==> config.mk <==
export PLATFORM = sky130hd
export DESIGN_NAME = snd_sched_flat
export DESIGN_NICKNAME = d
export VERILOG_FILES = /design/src/rtl/snd_pkg.sv /design/src/rtl/snd_if.sv /design/src/rtl/snd_prio_enc.sv /design/src/rtl/snd_sched.sv /design/src/flat_wrapper.sv
export SDC_FILE = /design/constraint.sdc
export NUM_CORES = 1
export LEC_CHECK = 0
export CAP_MARGIN = 20
export CORE_MARGIN = 5
export CORE_UTILIZATION = 51
export CTS_CLUSTER_SIZE = 25
export DETAILED_ROUTE_END_ITERATION = 8
export PLACE_DENSITY_LB_ADDON = 0.2
export SLEW_MARGIN = 0
export SYNTH_ARGS = -nofsm -noshare
export SYNTH_HDL_FRONTEND = slang
export SYNTH_SLANG_ARGS = --single-unit
export TNS_END_PERCENT = 20
==> constraint.sdc <==
create_clock -name clk_50 -period 2.5 [get_ports clk_50]
set_input_delay 0.5 -clock clk_50 [delete_from_list [all_inputs] [get_ports clk_50]]
set_output_delay 0.5 -clock clk_50 [all_outputs]
set_load 0.01 [all_outputs]
==> src/rtl/snd_pkg.sv <==
// Shared types and constants for the sound scheduler: FSM states, sound
// indices and the ROM start/end address table.
package snd_pkg;

  typedef enum logic [1:0] {
    S_IDLE = 2'd0,
    S_LOAD = 2'd1,
    S_PLAY = 2'd2
  } state_t;

  localparam int TBL_W = 20;

  localparam logic [2:0] SND_EXPLOSION  = 3'd0;
  localparam logic [2:0] SND_OUCH       = 3'd1;
  localparam logic [2:0] SND_CRI        = 3'd2;
  localparam logic [2:0] SND_PICK_ITEM  = 3'd3;
  localparam logic [2:0] SND_TICTAC     = 3'd4;
  localparam logic [2:0] SND_HEART_BEAT = 3'd5;
  localparam logic [2:0] CUR_NONE       = 3'd7;

  // First sample address of each sound in the ROM.
  function automatic logic [TBL_W-1:0] snd_start(input logic [2:0] idx);
    case (idx)
      SND_EXPLOSION:  return 20'd3847;
      SND_OUCH:       return 20'd4047;
      SND_CRI:        return 20'd4147;
      SND_PICK_ITEM:  return 20'd4247;
      SND_TICTAC:     return 20'd0;
      SND_HEART_BEAT: return 20'd4347;
      default:        return '0;
    endcase
  endfunction

  // Last sample address (inclusive) of each sound.
  function automatic logic [TBL_W-1:0] snd_end(input logic [2:0] idx);
    case (idx)
      SND_EXPLOSION:  return 20'd4046;
      SND_OUCH:       return 20'd4146;
      SND_CRI:        return 20'd4246;
      SND_PICK_ITEM:  return 20'd4346;
      SND_TICTAC:     return 20'd3846;
      SND_HEART_BEAT: return 20'd4846;
      default:        return '0;
    endcase
  endfunction

endpackage

==> src/rtl/snd_if.sv <==
// Request, ROM and codec signals of the sound scheduler. master = the
// environment (requesters, ROM, codec); slave = snd_sched.
interface snd_if #(
  parameter int NSND   = 6,
  parameter int ADDR_W = 20
);
  logic [NSND-1:0]   req;
  logic              data_ena;
  logic [ADDR_W-1:0] rom_addr;
  logic [7:0]        rom_data;
  logic [15:0]       dac_sample;
  logic              busy;
  logic [2:0]        cur_snd;
  logic              done;

  modport master (
    output req, data_ena, rom_data,
    input  rom_addr, dac_sample, busy, cur_snd, done
  );

  modport slave (
    input  req, data_ena, rom_data,
    output rom_addr, dac_sample, busy, cur_snd, done
  );
endinterface

==> src/rtl/snd_prio_enc.sv <==
// Fixed-priority encoder: reports whether any bit is set and the lowest
// set index (bit 0 wins).
module snd_prio_enc #(
  parameter int N     = 6,
  parameter int IDX_W = 3
) (
  input  logic [N-1:0]     pend,
  output logic             vld,
  output logic [IDX_W-1:0] idx
);
  always_comb begin
    vld = |pend;
    idx = '0;
    for (int i = N - 1; i >= 0; i--) begin
      if (pend[i]) idx = IDX_W'(i);
    end
  end
endmodule

==> src/rtl/snd_sched.sv <==
// Sound scheduler: latches play requests, plays the highest-priority sound
// from ROM one sample per codec strobe. Define SND_PREEMPT_EN to let a
// higher-priority request abort the sound currently playing.
module snd_sched
  import snd_pkg::*;
#(
  parameter int NSND   = 6,
  parameter int ADDR_W = 20
) (
  input logic   clk_50,
  input logic   reset_n,
  snd_if.slave  bus
);
  state_t            state;
  logic [NSND-1:0]   pending;
  logic [NSND-1:0]   lock;
  logic [NSND-1:0]   sel_oh;
  logic [ADDR_W-1:0] end_r;
  logic              sel_vld;
  logic [2:0]        sel;
  logic              preempt;
  logic              take;

  snd_prio_enc #(.N(NSND), .IDX_W(3)) u_prio (
    .pend (pending),
    .vld  (sel_vld),
    .idx  (sel)
  );

`ifdef SND_PREEMPT_EN
  assign preempt = (state == S_PLAY) && sel_vld && (sel < bus.cur_snd);
`else
  assign preempt = 1'b0;
`endif

  assign take = ((state == S_IDLE) && sel_vld) || preempt;

  // lock masks retriggers of the sound in LOAD/PLAY; sel_oh clears the pick.
  always_comb begin
    lock   = '0;
    sel_oh = '0;
    if (bus.busy) lock   = NSND'(1) << bus.cur_snd;
    if (take)     sel_oh = NSND'(1) << sel;
  end

  // A new request in the selecting cycle survives the clear.
  always_ff @(posedge clk_50 or negedge reset_n) begin
    if (!reset_n) pending <= '0;
    else          pending <= (pending & ~sel_oh) | (bus.req & ~lock);
  end

  always_ff @(posedge clk_50 or negedge reset_n) begin
    if (!reset_n) begin
      state          <= S_IDLE;
      bus.rom_addr   <= '0;
      end_r          <= '0;
      bus.dac_sample <= '0;
      bus.cur_snd    <= CUR_NONE;
      bus.busy       <= 1'b0;
      bus.done       <= 1'b0;
    end else begin
      bus.done <= 1'b0;
      // The last sample stays on the DAC for the done cycle, then clears.
      if (state == S_IDLE) bus.dac_sample <= '0;
      if (take) begin
        state        <= S_LOAD;
        bus.rom_addr <= ADDR_W'(snd_start(sel));
        end_r        <= ADDR_W'(snd_end(sel));
        bus.cur_snd  <= sel;
        bus.busy     <= 1'b1;
      end else begin
        case (state)
          S_LOAD: state <= S_PLAY;
          S_PLAY: begin
            if (bus.data_ena) begin
              bus.dac_sample <= {bus.rom_data, 8'h00};
              if (bus.rom_addr == end_r) begin
                state       <= S_IDLE;
                bus.cur_snd <= CUR_NONE;
                bus.busy    <= 1'b0;
                bus.done    <= 1'b1;
              end else begin
                bus.rom_addr <= bus.rom_addr + ADDR_W'(1);
              end
            end
          end
          default: state <= S_IDLE;
        endcase
      end
    end
  end

endmodule

==> src/flat_wrapper.sv <==
// flat-port wrapper written by rule: the top's interface ports become plain ports
module snd_sched_flat import snd_pkg::*;
#(
  parameter int NSND   = 6,
  parameter int ADDR_W = 20
)
  (clk_50, reset_n, bus_req, bus_data_ena, bus_rom_data, bus_rom_addr, bus_dac_sample, bus_busy, bus_cur_snd, bus_done);
  snd_if #(.NSND(NSND), .ADDR_W(ADDR_W)) bus_i ();
  input logic clk_50;
  input logic reset_n;
  input wire logic [$bits(bus_i.req)-1:0] bus_req;
  input wire logic [$bits(bus_i.data_ena)-1:0] bus_data_ena;
  input wire logic [$bits(bus_i.rom_data)-1:0] bus_rom_data;
  output wire logic [$bits(bus_i.rom_addr)-1:0] bus_rom_addr;
  output wire logic [$bits(bus_i.dac_sample)-1:0] bus_dac_sample;
  output wire logic [$bits(bus_i.busy)-1:0] bus_busy;
  output wire logic [$bits(bus_i.cur_snd)-1:0] bus_cur_snd;
  output wire logic [$bits(bus_i.done)-1:0] bus_done;
  assign bus_i.req = bus_req;
  assign bus_i.data_ena = bus_data_ena;
  assign bus_i.rom_data = bus_rom_data;
  assign bus_rom_addr = bus_i.rom_addr;
  assign bus_dac_sample = bus_i.dac_sample;
  assign bus_busy = bus_i.busy;
  assign bus_cur_snd = bus_i.cur_snd;
  assign bus_done = bus_i.done;
  snd_sched #(.NSND(NSND), .ADDR_W(ADDR_W)) u_core (.clk_50(clk_50), .reset_n(reset_n), .bus(bus_i));
endmodule
==> results.cfg, run 1 <==
[run_status]
status = completed

[clock_tree]
cts.path.max_buffers = 2
htreeDepth = 3
clk_latency_ns = 0.33
cts.sinks = 58
cts_buffers = 9
cts_tree = built
cts_hold_buf = 0
clk_pin_slew_ns = 0.07
post_cts_resize_count = 0
post_cts_buffers = 0
clockRootBuffer = clkbuf_8

[yosys]
ys.warnings.count = 0
ys_ff_latch = 58
syn-num-nets = 307
ys_types = 47
syn_avg_cell_area_um2 = 9.64
synth_area_leaders = dfrtp_1, nand2_1, xnor2_1
yosys.area.top_type = dfrtp_1
yosysSeqAreaShare = 0.522
synth_top_cell_area_share = 0.494
syn_area_um2 = 2790
synth_cells = 289

[timing]
holdWs_ns = 0.158
max_slew_margin = 0.474
max_freq_ghz = 0.441
hold_viol = 0
slew_viol_final = 0
finalCritPeriodShare = 0.907
period_minus_slack_ns = 2.27
finalSetupViolations = 0
finalSetupTns_ns = 0
fin_ws_ns = 0.234
worst_pin_slew_ns = 0.788
finClkSkew_ns = 0.00597
rsz0062_at_grt = no

[routing]
routedWlPerCell_um = 15.8
remaining_drc_errors = 0
dr.pass1.iters = 5
drt_iter0_markers = 199
route.final.wire_length_um = 6880
viasPerCell = 5.66
vias = 2461
ant_nets = 0

[setup_path]
start_kind = register
r2r_start = u_core.bus.rom_addr[14]
cp-end-kind = register
worstPathArrival_ns = 2.46
reg2regPathDepth = 7
r2r_setup_slack_ns = 0.23
cp_max_fo = 8
r2r-end = u_core.bus.rom_addr[12]
critPathKind = register to register
crit_required_ns = 2.69

[power]
vdd_drop_max_mv = 0.478
power.total_mw = 2.86
power_density_nw_per_um2 = 765
p_leak_nw = 1.66

[global_routing]
grt_overflow = 0
gr-usage-all-layers = 0.202
antenna_found_initial = 0
grt_pass1_wl_um = 11200
grt_max_degree = 59
grt_pass1_vias = 2326

[floorplanning]
core-area_um2 = 5410
start_util = 0.516
dieWidth_um = 83.9
pin_count = 58
die_h_um = 83.9
dieArea_um2 = 7040
num_rows = 27

[final_layout]
mostFrequentLayoutCell = clkdlybuf4s50_1
final_cell_mix = clkdlybuf4s50_1, dfrtp_1, nand2_1
area_delta_synth_final_pct = 34.2
fin_nets = 376
drive_above_1_share = 0.132
num_antenna_cells = 0
final_cell_area_um2 = 3740

[job]
maxCapViolCount = 0

[place]
post-place-ws_ns = 0.202
place_congestion = 0.876
port_buffers = 57
place_area_um2 = 3500
dpl.hpwl_um = 4800

[worst_hold_path]
hold_path.class = primary input to asynchronous set/reset pin
metal layers:
| layer | global-route usage | wire, um | vias up |
|---|---|---|---|
| met5 | 0 | 0 | - |
| met4 | 0.0848 | 126 | 0 |
| met3 | 0.0711 | 528 | 13 |
| met2 | 0.304 | 3200 | 100 |
| met1 | 0.264 | 3020 | 1173 |
| li1 | - | - | 1175 |
area by class of cell:
type                            count  area [um2]
Clock inverter                      7         118
Fill cell                         431        1670
Timing Repair Buffer               71         683
Multi-Input combinational cell    212        1250
Tap cell                           72        90.1
Inverter                            6        22.5
Sequential cell                    58        1460
Clock buffer                        9         124
registers in the layout, summed over array words and instances, names as in the netlist:
signal / count
u_core.pending: 6
u_core.bus.cur_snd: 3
u_core.bus.busy: 1
u_core.bus.rom_addr: 20
u_core.end_r: 9
u_core.bus.dac_sample: 16
u_core.bus.done: 1
u_core.state: 2
power by group:
group          switching [mW]  total [mW]  internal, mW
logic                   0.302       0.676         0.374
registers               0.110        1.14          1.03
clock network           0.382        1.04         0.661
total                   0.794        2.86          2.07
cells in the mapped netlist (all sizes together):
| cell type | count |
|---|---|
| dfrtp | 55 |
| nand2 | 41 |
| nor2 | 22 |
| a21oi | 21 |
| nand3 | 16 |
| o21ai | 15 |
| xnor2 | 14 |
| and3 | 11 |
| clkbuf | 10 |
| nor3 | 10 |
| a211oi | 7 |
| inv | 6 |
| and2 | 5 |
| nor4 | 5 |
| a311oi | 4 |
| nand4 | 4 |
| a31o | 3 |
| and4 | 3 |
| buf | 3 |
| dfstp | 3 |
| nand2b | 3 |
| or2 | 3 |
| a21o | 2 |
| a22o | 2 |
| a22oi | 2 |
| mux2i | 2 |
| nand3b | 2 |
| nand4b | 2 |
| o21a | 2 |
| a21boi | 1 |
| ha | 1 |
| mux2 | 1 |
| nor2b | 1 |
| nor4b | 1 |
| o211ai | 1 |
| o21ba | 1 |
| o31ai | 1 |
| o41ai | 1 |
| or4 | 1 |
| xor2 | 1 |
worst max-delay path, stage by stage (launching register included):
cell,delay (ns)
dfrtp_1,0.42
nor4_1,0.42
nand4_1,0.22
nor4_4,0.42
buf_4,0.24
nor3_2,0.08
a211oi_1,0.25
a311oi_1,0.07
worst max-delay path by stage:
stage	end	from	cells after the start
2_1_floorplan	u_core.bus.rom_addr[11]	u_core.bus.rom_addr[5]	8
3_3_place_gp	u_core.bus.rom_addr[14]	bus_data_ena	6
3_5_place_dp	u_core.bus.rom_addr[12]	bus_data_ena	6
4_1_cts	u_core.bus.rom_addr[12]	u_core.bus.rom_addr[17]	7
5_1_grt	u_core.bus.rom_addr[9]	u_core.bus.rom_addr[14]	6
6_report	u_core.bus.rom_addr[12]	u_core.bus.rom_addr[14]	7
cell families after synthesis:
group | count (synthesis) | synth area share
simple gates | 130 | 0.242
xor+xnor | 15 | 0.0472
mux | 3 | 0.0112
fa+ha+maj | 1 | 0.00449
buf+inv | 19 | 0.0301
flops | 58 | 0.522
compound gates | 63 | 0.143
stage by stage:
stage,utilization,cells
2_1_floorplan,-,289
3_3_place_gp,0.647,419
3_5_place_dp,0.647,419
4_1_cts,0.692,435
5_1_grt,0.692,435
6_report,0.692,435
(Power assumes the default switching activity.)
==> run 2: changes to the inputs <==
--- a/config.mk
+++ b/config.mk
@@ -11,7 +11,7 @@
 export CTS_CLUSTER_SIZE = 25
 export DETAILED_ROUTE_END_ITERATION = 8
 export PLACE_DENSITY_LB_ADDON = 0.2
-export SLEW_MARGIN = 0
+export SLEW_MARGIN = 20
 export SYNTH_ARGS = -nofsm -noshare
 export SYNTH_HDL_FRONTEND = slang
 export SYNTH_SLANG_ARGS = --single-unit
==> results of run 2 <==
No change in the layout: final DEF, timing and power equal those of run 1.
==> run 3: changes to the inputs <==
--- a/config.mk
+++ b/config.mk
@@ -7,12 +7,14 @@
 export LEC_CHECK = 0
 export CAP_MARGIN = 20
 export CORE_MARGIN = 5
-export CORE_UTILIZATION = 51
+export CORE_UTILIZATION = 43
 export CTS_CLUSTER_SIZE = 25
 export DETAILED_ROUTE_END_ITERATION = 8
+export GPL_ROUTABILITY_DRIVEN = 0
 export PLACE_DENSITY_LB_ADDON = 0.2
 export SLEW_MARGIN = 20
 export SYNTH_ARGS = -nofsm -noshare
 export SYNTH_HDL_FRONTEND = slang
+export SYNTH_HIERARCHICAL = 1
 export SYNTH_SLANG_ARGS = --single-unit
 export TNS_END_PERCENT = 20
==> run 3 against run 2 <==
- combinational power grew 110%
- clock power is 8% lower
- clock skew grew 0.0031 ns
- final cell count up 15%
- first-iteration DRC count grew 13%
- register-to-register slack worse by 0.17 ns
- global-route usage decreased by 0.54 points
- critical endpoint is now u_core/bus.rom_addr[12]
- largest cell class is now multi-input combinational cells
==> results.cfg, run 3 <==
[run_status]
status = completed

[floorplanning]
dieWidth_um = 94.4
pin_count = 58
dieArea_um2 = 8910
num_rows = 30
start_util = 0.446
die_h_um = 94.4
core-area_um2 = 6870

[final_layout]
top_regs = u_core/bus.rom_addr x20, u_core/bus.dac_sample x16, u_core/end_r x9
drive_above_1_share = 0.161
num_antenna_cells = 0
fin_nets = 417
final_cell_area_um2 = 4110
regMostFlops = u_core/bus.rom_addr
mostFrequentLayoutCell = clkdlybuf4s50_1
final_cell_mix = clkdlybuf4s50_1, dfrtp_1, nand2_1
largest_reg_flops = 20
area_delta_synth_final_pct = 34.2

[power]
p_leak_nw = 1.73
power_density_nw_per_um2 = 925
vdd_drop_max_mv = 0.451

[yosys]
yosysSeqAreaShare = 0.475
ys.warnings.count = 6
yosys.area.top_type = dfrtp_1
ys_ff_latch = 58
syn_avg_cell_area_um2 = 9.54
synth_area_leaders = dfrtp_1, a22o_1, nand2_1
synth.most_common_cell = dfrtp_1
synth_top_cell_area_share = 0.449
ys.flop_type = dfrtp_1
synth_cells = 321
synth_edf_count = 0
synth_common_cells = dfrtp_1, nand2_1, nor2_1
syn-num-nets = 339
ys_types = 52
synthArstFlopShare = 1.00
syn_area_um2 = 3060

[global_routing]
gr-usage-all-layers = 0.196
antenna_found_initial = 0
grt_pass1_vias = 2743
grt_max_degree = 36
grt_overflow = 0
grt_pass1_wl_um = 13600

[setup_path]
crit_required_ns = 2.74
critPathKind = register to register
cp-startpoint = u_core/pending[0]
start_kind = register
r2r_start = u_core/pending[0]
cp_max_fo = 18
cp-end-kind = register
worstPathArrival_ns = 2.68

[routing]
route.final.wire_length_um = 8440
drt_iter0_markers = 225
routedWlPerCell_um = 16.9
dr.pass1.iters = 5
vias = 2816
remaining_drc_errors = 0
viasPerCell = 5.63
ant_nets = 0

[clock_tree]
cts_tree = built
clockRootBuffer = clkbuf_8
htreeDepth = 3
clk_pin_slew_ns = 0.07
clk_latency_ns = 0.34
cts.sinks = 58
cts.path.max_buffers = 2
cts_buffers = 9

[timing]
finalSetupViolations = 0
finalCritPeriodShare = 0.974
slew_viol_final = 0
finalSetupTns_ns = 0
max_freq_ghz = 0.411
worst_pin_slew_ns = 0.585
period_minus_slack_ns = 2.44
max_slew_margin = 0.610
finClkSkew_ns = 0.00910
hold_viol = 0

[worst_hold_path]
hold_path.class = primary input to asynchronous set/reset pin

[place]
dpl.hpwl_um = 6120
place_area_um2 = 3870
port_buffers = 57

[job]
maxCapViolCount = 0
## run 3: per-layer routing
metal,GRT usage,up-vias,part of all wire
met4,0.0806,0,0.016
met2,0.307,116,0.48
met3,0.0534,11,0.064
met5,0,-,0
li1,-,1341,-
met1,0.257,1348,0.44
## run 3: kinds of logic after synthesis
group           Yosys count  synth area share
compound gates           76             0.179
simple gates            145             0.255
flops                    58             0.475
xor+xnor                 10            0.0286
buf+inv                  26            0.0413
mux                       5            0.0172
fa+ha+maj                 1           0.00408
## run 3: repair_timing
action	in CTS	in global routing
gates resized for setup	0	2
endpoints found under the setup margin	0	4
setup buffers	0	2
hold buffers	0	0
## run 3: layout make-up
| class | count | area [um2] |
|---|---|---|
| Fill cell | 622 | 2760 |
| Multi-Input combinational cell | 237 | 1490 |
| Sequential cell | 58 | 1460 |
| Timing Repair Buffer | 87 | 803 |
| Clock buffer | 9 | 124 |
| Tap cell | 96 | 120 |
| Clock inverter | 7 | 93.8 |
| Inverter | 6 | 22.5 |
## run 3: path summary, 6_finish.rpt
kind	to	slack (ns)	cells past startpoint
setup / recovery	u_core/bus.rom_addr[12]	0.06	8
hold reg to reg	u_core/bus.dac_sample[2]	0.50	1
setup reg to reg	u_core/bus.rom_addr[12]	0.06	8
hold / removal	u_core/bus.rom_addr[16]	0.16	1
max in group asynchronous	u_core/bus.dac_sample[5]	1.76	2
min in group clk_50	u_core/bus.dac_sample[2]	0.50	1
## run 3: per-stage QoR
stage / total power [mW] / cells / setup slack (ns) / hold WS [ns] / utilization
floorplan: 2.16 / 321 / 0.0307 / 0.204 / -
global placement: 2.79 / 482 / 0.174 / 0.485 / 0.563
detailed placement: 2.82 / 482 / 0.0901 / 0.487 / 0.563
CTS: 3.78 / 498 / 0.0810 / 0.179 / 0.595
global route: 4.00 / 500 / -0.0102 / 0.203 / 0.598
finish: 3.80 / 500 / 0.0648 / 0.158 / 0.598
## run 3: power breakdown
part           total [mW]  internal [mW]  switching [mW]
Clock               0.956          0.559           0.398
Sequential           1.40           1.16           0.236
Combinational        1.45          0.735           0.711
Total                3.80           2.46            1.34
## run 3: critical path, stage by stage (launching register included)
cell	delay [ns]
dfrtp_1	0.41
or4_1	0.55
or3_1	0.33
or3b_4	0.29
clkinv_1	0.10
buf_4	0.21
nand3_1	0.12
o31ai_1	0.11
a211oi_2	0.22
